### config.mk
export PLATFORM = sky130hd
export DESIGN_NAME = if_pc_gen
export DESIGN_NICKNAME = d
export VERILOG_FILES = /design/src/rtl/if_pc_gen.sv
export SDC_FILE = /design/constraint.sdc
export NUM_CORES = 1
export LEC_CHECK = 0
export CORE_MARGIN = 2
export CORE_UTILIZATION = 40
export CTS_BUF_LIST = sky130_fd_sc_hd__clkbuf_8
export DETAILED_ROUTE_END_ITERATION = 6
export PLACE_DENSITY = 0.67
export SYNTH_ARGS = -nofsm -noshare
export SYNTH_HDL_FRONTEND = slang
export SYNTH_SLANG_ARGS = --single-unit
### constraint.sdc
create_clock -name clk -period 3.05 [get_ports clk]
set_clock_uncertainty 0.05 [all_clocks]
set_input_delay 0.61 -clock clk [delete_from_list [all_inputs] [get_ports clk]]
set_output_delay 0.61 -clock clk [all_outputs]
set_load 0.005 [all_outputs]
### src/rtl/if_pc_gen.sv
// ----------------------------------------------------------------------------
// if_pc_gen: instruction-fetch front end feeding the IF/ID pipeline register.
//
// Holds the program counter, drives the instruction-memory fetch address and
// predecodes the returned instruction to predict control flow. JAL is always
// predicted taken; B-type branches use a table of 2-bit saturating counters
// indexed by pc[BHT_IDX_W+1:2]. EX redirects the pc and trains the table.
//
// Ports:
//   clk           in   rising-edge clock
//   rst_n         in   asynchronous active-low reset
//   id_hold_flag  in   pipeline stall, pc holds
//   ex_jump_flag  in   EX redirect (wins over hold)
//   ex_jump_addr  in   redirect target, loaded as-is
//   ex_bht_we     in   train the counter selected by ex_bht_pc
//   ex_bht_pc     in   pc of the resolved branch
//   ex_bht_taken  in   resolved outcome
//   inst_addr_o   out  fetch address (= pc)
//   inst_rdata_i  in   instruction returned combinationally for inst_addr_o
//   pc_o          out  pc of fetched instruction
//   inst_o        out  fetched instruction
//   jump_bp_o     out  instruction predicted taken
// ----------------------------------------------------------------------------
module if_pc_gen #(
    parameter logic [31:0] RESET_PC  = 32'h0000_0000,
    parameter int unsigned BHT_IDX_W = 6,
    parameter logic [1:0]  BHT_INIT  = 2'b01
) (
    input  logic        clk,
    input  logic        rst_n,
    input  logic        id_hold_flag,
    input  logic        ex_jump_flag,
    input  logic [31:0] ex_jump_addr,
    input  logic        ex_bht_we,
    input  logic [31:0] ex_bht_pc,
    input  logic        ex_bht_taken,
    output logic [31:0] inst_addr_o,
    input  logic [31:0] inst_rdata_i,
    output logic [31:0] pc_o,
    output logic [31:0] inst_o,
    output logic        jump_bp_o
);

    localparam int unsigned BhtEntries = 2 ** BHT_IDX_W;
    localparam logic [6:0]  OpJal      = 7'b1101111;
    localparam logic [6:0]  OpBranch   = 7'b1100011;

    logic [31:0]          pc_q, pc_d;
    logic [1:0]           bht_q [BhtEntries];

    logic [BHT_IDX_W-1:0] lkp_idx;
    logic [BHT_IDX_W-1:0] upd_idx;
    logic [1:0]           upd_cur;
    logic [1:0]           upd_nxt;
    logic [31:0]          imm_j;
    logic [31:0]          imm_b;
    logic [31:0]          target;
    logic                 pred_taken;

    // Only the index bits of the training pc are meaningful.
    logic                 unused_bht_pc;
    assign unused_bht_pc = ^{ex_bht_pc[31:BHT_IDX_W+2], ex_bht_pc[1:0]};

    assign lkp_idx = pc_q[BHT_IDX_W+1:2];
    assign upd_idx = ex_bht_pc[BHT_IDX_W+1:2];

    assign imm_j = {{11{inst_rdata_i[31]}}, inst_rdata_i[31], inst_rdata_i[19:12],
                    inst_rdata_i[20], inst_rdata_i[30:21], 1'b0};
    assign imm_b = {{19{inst_rdata_i[31]}}, inst_rdata_i[31], inst_rdata_i[7],
                    inst_rdata_i[30:25], inst_rdata_i[11:8], 1'b0};

    // Predecode. The lookup reads the registered counter, so a same-cycle
    // update to the same index is only visible from the next cycle on.
    always_comb begin
        pred_taken = 1'b0;
        target     = pc_q + 32'd4;
        unique case (inst_rdata_i[6:0])
            OpJal: begin
                pred_taken = 1'b1;
                target     = pc_q + imm_j;
            end
            OpBranch: begin
                pred_taken = bht_q[lkp_idx][1];
                target     = pc_q + imm_b;
            end
            default: ;
        endcase
    end

    always_comb begin
        if (ex_jump_flag) begin
            pc_d = ex_jump_addr;
        end else if (id_hold_flag) begin
            pc_d = pc_q;
        end else if (pred_taken) begin
            pc_d = target;
        end else begin
            pc_d = pc_q + 32'd4;
        end
    end

    // Saturating counter update.
    assign upd_cur = bht_q[upd_idx];
    always_comb begin
        upd_nxt = upd_cur;
        if (ex_bht_taken) begin
            if (upd_cur != 2'b11) upd_nxt = upd_cur + 2'b01;
        end else begin
            if (upd_cur != 2'b00) upd_nxt = upd_cur - 2'b01;
        end
    end

    always_ff @(posedge clk or negedge rst_n) begin
        if (!rst_n) begin
            pc_q <= RESET_PC;
        end else begin
            pc_q <= pc_d;
        end
    end

    // Training is independent of hold and redirect.
    always_ff @(posedge clk or negedge rst_n) begin
        if (!rst_n) begin
            for (int i = 0; i < BhtEntries; i++) begin
                bht_q[i] <= BHT_INIT;
            end
        end else if (ex_bht_we) begin
            bht_q[upd_idx] <= upd_nxt;
        end
    end

    assign inst_addr_o = pc_q;
    assign pc_o        = pc_q;
    assign inst_o      = inst_rdata_i;
    assign jump_bp_o   = pred_taken;

endmodule

==> impl_summary.md, run 1 <==
Status
The flow ran to the end, but the final reports show violations. The checks that failed: negative setup slack.

Routing
The total length of routed wires is 36700 um. Summed over all nets, wire length on met3 after detailed routing comes to 2960 um. The detailed router used layers up to and including met4. The average via count per standard cell is 5.79.

The number of nets still failing antenna checks after routing is 0. Detailed routing inserted a total of 10523 vias. For this run, the detailed router's first-pass iteration total came to 6. Wire segments on met2 add up to 17200 um in the final route. The remaining design rule violation count is 0. The met1 layer wirelength in the final routing is 15400 um.

The violation count after the first detailed-route iteration is 1009. In the final routed layout, each cell accounts on average for 20.2 um.

Synth
Synthesis instantiated 67 different standard cells from the library. By count the netlist is led by sky130_fd_sc_hd__mux2_2, sky130_fd_sc_hd__nand2_1, sky130_fd_sc_hd__dfrtp_1, sky130_fd_sc_hd__nor2_1. The post-synthesis register bit count is 160. The commonest register cell after synthesis is sky130_fd_sc_hd__dfrtp_1. The proportion of netlist area held by the largest area contributor is 21.2%. The synthesized area per cell is 9.81 um2. The share of synthesized area spent on multiplexers is 22.0%. The adder-cell share of the synthesized area is 4.12%. The most instantiated library cell after synthesis is sky130_fd_sc_hd__mux2_2.

When the netlist entered floorplanning its net count stood at 1294. Sorting the synthesized cells by area gives the leading types as sky130_fd_sc_hd__dfrtp_1, sky130_fd_sc_hd__mux2_2, sky130_fd_sc_hd__dfstp_2. The fraction of the mapped netlist area in compound gates is 15.0%. The Yosys step of the flow raised 0 warnings. Summing the areas of all xor and xnor instances in the mapped netlist gives 2.08% of the synthesized area. The basic-gate share of the synthesized area counting and, or, nand and nor cells is 13.4%. The number of flops mapped to enable cells by yosys is 0. After synthesis, the largest family of logic cells by area is multiplexers.

The async set-reset flop share out of synthesis is 100%. The biggest area contributor in the post-synthesis netlist is sky130_fd_sc_hd__dfrtp_1. Summing every instance area after synthesis gives 0.0114 mm2. The proportion of synthesized chip area in sequential cells is 36.0%.

The number of instances in the synthesized netlist is 1157.

Global routing
Entering global routing, the biggest net connects 63 pins. The number of global-route vias before repair is 10296. The initial antenna violation count is 0. Global routing used 24.6% of the available tracks. The wire length of the first global-routing pass is 56600 um.

The total congestion overflow is 0.

STA
Measured against its own limit, the worst slew margin works out to 58.5%. The number of pins exceeding their max-slew limit in the final report was 0. The maximum achievable frequency is 0.309 GHz. The shortest period the worst path allows is 3.23 ns. The transition time of the tightest slew-check pin is 0.622 ns. The number of hold violations in the final report is 0. The final critical-path share of the clock period is 106%. The worst setup slack after layout is -0.181 ns. The final number of setup-violating endpoints is 15. Setup repair after global routing could not meet its margin everywhere.

Pwr
Power spread over the standard cell area amounts to 419 mW/mm2. The total chip power is 0.00643 W. The highest ir drop seen on vdd is 0.342 mV. The analysis attributes to cell leakage a power of 6.61 nW.

Critical path
The most critical setup path has its startpoint at inst_rdata_i[31]. The endpoint required time on the critical path is 3.33 ns. In this run the worst path has a maximum fanout of 5.

The register-to-register setup slack is -0.12 ns. The startpoint kind of the worst setup timing path is an input port. STA puts the critical path data arrival time at 3.51 ns. By startpoint and endpoint, the worst setup path is classified as input port to flop. The endpoint identified for the worst register-to-register timing path is inst_addr_o[30]$_DFFE_PN0N_. The start of the worst register-to-register path is inst_addr_o[2]$_DFFE_PN0N_. For the worst flop-to-flop path, the logic depth is 14. The type of destination of the critical path is a flop.

Floorplan
The core region is 0.0279 mm2. The overall die area is 0.0298 mm2. Measured along the x axis, the die boundary spans 172 um.

The die is 172 um tall. 199 I/O pins were placed. The count of standard-cell rows is 61.

The starting utilization of the core area is 40.8%.

Finish
The fraction of final layout cells with drive strength greater than 1 is 39.2%. The antenna diode count is 0. Measured on the finished design, the core utilization comes to 55.0%. The area growth from synthesis to layout is 34.9%. The final-stage net count is 1563.

CTS
In this run the deepest clock path goes through 2 buffers. Clock tree synthesis found a total of 160 sinks. At the later pin of the worst-skew pair, clock insertion delay measures 0.47 ns. The CTS root buffer is sky130_fd_sc_hd__clkbuf_8.

TritonCTS built the clock tree. The number of buffers created by CTS is 17. The clock transition at the register clock pins on the worst setup and hold paths after CTS is 0.09 ns. The H-tree generated during clock tree synthesis spans 4 levels.

Placement
The count of port buffers added during placement is 172. The weighted congestion at the end of routability-driven global placement is 0.905. The half-perimeter wire length after detailed placement is 27000 um.

Worst hold path
The path class of the tightest hold or removal check is input port to asynchronous set/reset pin.

Run
Max-cap violations in this run came to 0.
[cell families (layout without fill, tap and decap cells)]
| logic type | count (synthesis) | in the layout |
|---|---|---|
| xor+xnor | 27 | 27 |
| mux | 197 | 197 |
| fa+ha+maj | 37 | 37 |
| flops | 160 | 160 |
| buf+inv | 146 | 427 |
| compound gates | 261 | 261 |
| simple gates | 329 | 330 |
[placed cells by master, fill, tap and decap left out, types with 6 or more instances in the layout]
cell / instances
sky130_fd_sc_hd__o22ai_1: 21
sky130_fd_sc_hd__xnor2_1: 13
sky130_fd_sc_hd__a21o_1: 20
sky130_fd_sc_hd__clkdlybuf4s50_1: 160
sky130_fd_sc_hd__o211ai_1: 8
sky130_fd_sc_hd__mux2i_1: 16
sky130_fd_sc_hd__a31oi_1: 10
sky130_fd_sc_hd__nand2_1: 111
sky130_fd_sc_hd__buf_12: 15
sky130_fd_sc_hd__buf_6: 10
sky130_fd_sc_hd__dfrtp_1: 95
sky130_fd_sc_hd__nand3_1: 28
sky130_fd_sc_hd__ha_4: 7
sky130_fd_sc_hd__and2_1: 8
sky130_fd_sc_hd__a21oi_1: 59
sky130_fd_sc_hd__mux4_2: 27
sky130_fd_sc_hd__nor3_1: 12
sky130_fd_sc_hd__inv_1: 13
sky130_fd_sc_hd__nand4_1: 12
sky130_fd_sc_hd__and3_1: 18
sky130_fd_sc_hd__nand2b_1: 7
sky130_fd_sc_hd__ha_1: 27
sky130_fd_sc_hd__a22oi_1: 14
sky130_fd_sc_hd__o21a_1: 6
sky130_fd_sc_hd__dfstp_2: 64
sky130_fd_sc_hd__clkbuf_8: 19
sky130_fd_sc_hd__nor2_1: 88
sky130_fd_sc_hd__buf_4: 186
sky130_fd_sc_hd__mux2_2: 148
sky130_fd_sc_hd__nor2b_1: 7
sky130_fd_sc_hd__xor2_1: 10
sky130_fd_sc_hd__o21ai_1: 13
sky130_fd_sc_hd__a221oi_1: 13
sky130_fd_sc_hd__o21ai_0: 29
[worst max-delay path, cell delays in order]
cell	delay, ns
sky130_fd_sc_hd__clkdlybuf4s50_1	0.42
sky130_fd_sc_hd__inv_1	0.18
sky130_fd_sc_hd__nor2_4	0.08
sky130_fd_sc_hd__a21o_1	0.19
sky130_fd_sc_hd__ha_4	0.29
sky130_fd_sc_hd__and4_4	0.22
sky130_fd_sc_hd__nand2b_1	0.06
sky130_fd_sc_hd__a211o_1	0.30
sky130_fd_sc_hd__a21oi_2	0.21
sky130_fd_sc_hd__a2bb2oi_2	0.22
sky130_fd_sc_hd__buf_4	0.15
sky130_fd_sc_hd__buf_6	0.09
sky130_fd_sc_hd__buf_4	0.10
sky130_fd_sc_hd__o21ai_2	0.05
sky130_fd_sc_hd__nand2_1	0.09
sky130_fd_sc_hd__xnor2_1	0.13
sky130_fd_sc_hd__a31oi_1	0.10
[worst max-delay path by stage]
stage | endpoint | depth (start not counted)
6_report | inst_addr_o[30]$_DFFE_PN0N_ | 17
2_1_floorplan | inst_addr_o[28]$_DFFE_PN0N_ | 15
3_5_place_dp | inst_addr_o[26]$_DFFE_PN0N_ | 17
4_1_cts | inst_addr_o[29]$_DFFE_PN0N_ | 16
3_3_place_gp | inst_addr_o[31]$_DFFE_PN0N_ | 16
5_1_grt | inst_addr_o[24]$_DFFE_PN0N_ | 19
[report_power, final]
group / internal, W / total, W / switching (W)
logic: 0.00119 / 0.00222 / 0.00103
clock network: 0.000640 / 0.00157 / 0.000931
registers: 0.00245 / 0.00264 / 0.000188
[per-layer routing]
| layer | GRT usage, % | vias to the layer above |
|---|---|---|
| met2 | 40.2 | 521 |
| met3 | 4.07 | 84 |
| met1 | 32.6 | 5173 |
| li1 | - | 4745 |
| met4 | 9.54 | 0 |
| met5 | 0 | - |
[registers in the layout (all words and copies together) (netlist names)]
name and cells:
bht_q 128, inst_addr_o 32
[final cells by class]
| type | count | area, um2 |
|---|---|---|
| multi-input combinational | 852 | 6830 |
| tap | 378 | 473 |
| sequential | 160 | 4090 |
| inverter | 15 | 61.3 |
| timing repair buffer | 380 | 3480 |
| clock buffer | 19 | 262 |
| clock inverter | 13 | 126 |
| fill | 2430 | 12500 |
[per-stage QoR]
stage / hold slack, ns / cell area [um2] / TNS [ns] / instances / setup WS [ns]
floorplan: 0.264 / 11500 / -3.77 / 1157 / -0.496
global placement: 0.455 / 14400 / -68.03 / 1763 / -1.02
detailed placement: 0.466 / 14400 / -73.10 / 1763 / -1.12
CTS: 0.0829 / 15100 / -1.63 / 1807 / -0.219
global route: 0.105 / 15300 / -3.83 / 1817 / -0.281
finish: 0.0734 / 15300 / -1.65 / 1817 / -0.181
[what timing repair did]
action,CTS,global route
gates cloned,2,0
endpoints found under the setup margin,28,110
hold buffers,0,0
buffers inserted,11,10
resized for setup,63,55
pin swaps,30,51
hold endpoints to repair,0,0
Power figures use the tool's default switching activity.
==> run 2, diff against run 1 <==
CORE_MARGIN = not set   (was 2)
CTS_CLUSTER_SIZE = 8   (was not set)
==> impl_summary.md, run 2 (synthesis gave the netlist of run 1 again) <==
Status
The run finished, with violations left. The final reports fail on negative setup slack.

Pwr
Of the total power, the clock network draws 24.4%. In this run, flip-flops and latches consume 40.6% of the power. The total power divided by cell area is 419 mW/mm2. Of the total power, combinational logic draws 35.0%. The analysis attributes to net switching a power of 0.00217 W. Net switching is 33.4% of the power. The highest ir drop seen on vdd is 0.231 mV. The leakage power figure is 6.67 nW. The internal power component is 0.00431 W.

Finish
The synthesis-to-finish area growth is 36.2%. The flip-flop count of the largest register, all copies and words added is 128. The finished cells cover 0.0155 mm2. The library cell used most frequently in the layout, excluding fill and tap cells, is sky130_fd_sc_hd__buf_4. The final-stage net count is 1572. In the layout the commonest cells are sky130_fd_sc_hd__buf_4, sky130_fd_sc_hd__clkdlybuf4s50_1, sky130_fd_sc_hd__mux2_2, sky130_fd_sc_hd__nand2_1, sky130_fd_sc_hd__dfrtp_1. The finished layout holds 1826 standard cells, fillers aside. The register ranked first by flip-flop count is bht_q. The core occupancy in the finished layout is 55.5%. The fraction of final layout cells with drive strength greater than 1 is 40.1%. The antenna diode count is 0.

Critical path
Measured in cells, the most critical reg-to-reg path has a length of 12. The critical path is of the input port to flop type. The start of the worst register-to-register path is inst_addr_o[2]$_DFFE_PN0N_.

The worst reg2reg path endpoint is inst_addr_o[29]$_DFFE_PN0N_. The register-to-register setup slack is -0.06 ns. The signal on the critical path passes through buf_8 -> nor2b_4 -> nand4_1 -> buf_4 -> nand2b_4 -> mux2_4 -> ha_4 -> o211ai_1 -> a211o_1 -> a21oi_4 -> a2bb2oi_4 -> a31oi_1 -> xor2_1 -> mux2_4 -> a221oi_2. For this run, the slowest stage of the critical path takes 0.39 ns. In this design, the largest share of critical-path delay is due to compound AO/OA/AOI/OAI gates. In this design, the critical path's most frequently occurring cell is sky130_fd_sc_hd__mux2_4. For the worst setup path, the data arrival time is 3.61 ns.

The critical path contains buffers and inverters numbering 2 combined. The endpoint required time on the critical path is 3.38 ns. The startpoint kind of the worst setup timing path is an input port. The maximum fanout encountered on the critical timing path is 4.

The worst setup path is captured at a flop. For this design, the slowest cell found on the critical path is sky130_fd_sc_hd__a211o_1.

CTS
The H-tree level count is 4. The clock transition at the register clock pins on the worst setup and hold paths after CTS is 0.10 ns. The count of hold-fix buffers inserted at cts is 0. The clock reaches the later pin of the worst-skew pair after 0.47 ns. The number of buffers between clock root and the deepest sink is 2. CTS placed an instance of sky130_fd_sc_hd__clkbuf_8 at the clock tree root. TritonCTS built the clock tree. The number of sinks driven by the clock tree is 160.

TritonCTS created 17 clock buffers.

Floorplan
The die width is 170 um. After floorplanning, the core was sized to cover 0.0279 mm2. The initial utilization of the core area, before any placement, comes to 40.8%. From bottom edge to top edge, the die measures 170 um. In this run the core area contains 61 standard-cell rows. The overall die area is 0.0291 mm2. The count of boundary I/O pins is 199.

Routing
The number of nets still failing antenna checks after routing is 0. The violation count after the first detailed-route iteration is 862. In the routed design, unresolved DRC markers number 0. The routed length per placed instance is 20.3 um. The detailed-routing iteration count for the pre-antenna-repair pass is 6.

For this block, the routed nets add up to 37100 um of wire. In the routed layout, each cell is associated on average with a via count of 5.71. The total vias in the final route is 10418.

STA
Measured against its own limit, the worst slew margin works out to 51.9%. Setup repair after global routing could not meet its margin everywhere. The number of pins exceeding their max-slew limit in the final report is 0. Adding up every negative setup slack in the final design gives -1.98 ns. Across all setup checks in the final design, the least slack found is -0.224 ns. Setup violations remaining at the end of the flow were counted as 18. Derived from the worst setup path, the maximum achievable clock frequency is 0.305 GHz.

After layout, the worst path uses 107% of the clock period. Subtracting the final worst setup slack from the clock period gives 3.27 ns. The number of hold violations in the final report is 0.

The transition time of the tightest slew-check pin is 0.721 ns.

Global routing
The largest net degree at the start of global routing is 69. The initial antenna violation count was 0. The number of global-route vias before repair is 10121. The global-route usage over all layers is 25.7%. Summed over all layers, the global routing overflow is 0. The first global-routing pass estimated 57100 um of wire.

Placement
The minimum setup slack after placement is -1.19 ns. The count of port buffers added during placement is 172. The half-perimeter wire length after detailed placement is 27300 um. At the end of routability-driven placement, the weighted congestion stood at 0.911. The number of placed instances, taps included, is 1775. The placement-stage cell area is 0.0145 mm2.

Run
The tool flagged a number of max-cap violations equal to 0.

Worst hold path
The tightest min-delay check is of the input port to asynchronous set/reset pin type.
==> run 2: cell count changes in the layout (fill, tap and decap cells not counted), sizes merged <==
cell / change
clkinv: -3
clkdlybuf4s15: +2
clkbuf: -4
clkdlybuf4s50: -1
buf: +11
inv: +1
clkinvlp: +2
dlymetal6s2s: +1
==> run 2: area by class of cell <==
class,instances,area (um2)
Sequential cell,160,4090
Tap cell,378,473
Fill cell,2407,12400
Timing Repair Buffer,389,3580
Clock buffer,19,262
Multi-Input combinational cell,852,6890
Clock inverter,13,120
Inverter,15,58.8
==> run 2: power by group through the flow <==
stage / combinational (W) / sequential (W) / clock [W]
finish: 0.00227 / 0.00263 / 0.00158
global route: 0.00243 / 0.00266 / 0.00171
CTS: 0.00218 / 0.00263 / 0.00161
detailed placement: 0.00207 / 0.00266 / 0
global placement: 0.00204 / 0.00265 / 0
floorplan: 0.00116 / 0.00262 / 0
==> run 2: worst register-to-register path, delay by kind of cell, from the launching register on <==
family	cells	cell delay (ns)
compound gates	7	1.22
buf+inv	3	0.59
flops	1	0.43
mux	1	0.59
simple gates	1	0.12
==> run 2: through the flow <==
step | hold WS [ns] | total power [W]
after global routing | 0.143 | 0.00680
after CTS | 0.128 | 0.00642
after floorplan | 0.264 | 0.00377
after detailed placement | 0.467 | 0.00473
final | 0.112 | 0.00648
after global placement | 0.457 | 0.00469
==> run 2: timing repair <==
item | 4_1_cts | 5_1_grt
gates cloned | 2 | 0
gates resized for setup | 83 | 49
pin swaps | 45 | 62
setup buffers | 12 | 6
setup endpoints to repair | 28 | 155
hold endpoints to repair | 0 | 0
==> run 2: how the worst max path moves through the flow <==
stage / end / start / cells after the start / slack [ns]
final: inst_addr_o[28]$_DFFE_PN0N_ / inst_rdata_i[4] / 15 / -0.22
after global routing: inst_addr_o[28]$_DFFE_PN0N_ / inst_rdata_i[4] / 15 / -0.29
after CTS: jump_bp_o / inst_addr_o[2]$_DFFE_PN0N_ / 9 / -0.19
after detailed placement: inst_addr_o[28]$_DFFE_PN0N_ / inst_rdata_i[6] / 15 / -1.19
after global placement: inst_addr_o[28]$_DFFE_PN0N_ / inst_rdata_i[6] / 15 / -1.08
after floorplan: inst_addr_o[28]$_DFFE_PN0N_ / inst_rdata_i[6] / 15 / -0.50
==> run 2: per-layer routing <==
| layer | routed length, um | GRT usage [%] | vias to the layer above |
|---|---|---|---|
| li1 | - | - | 4758 |
| met1 | 15800 | 33.7 | 5153 |
| met2 | 18000 | 43.3 | 445 |
| met3 | 2500 | 4.46 | 62 |
| met4 | 811 | 7.29 | 0 |
| met5 | 0 | 0 | - |
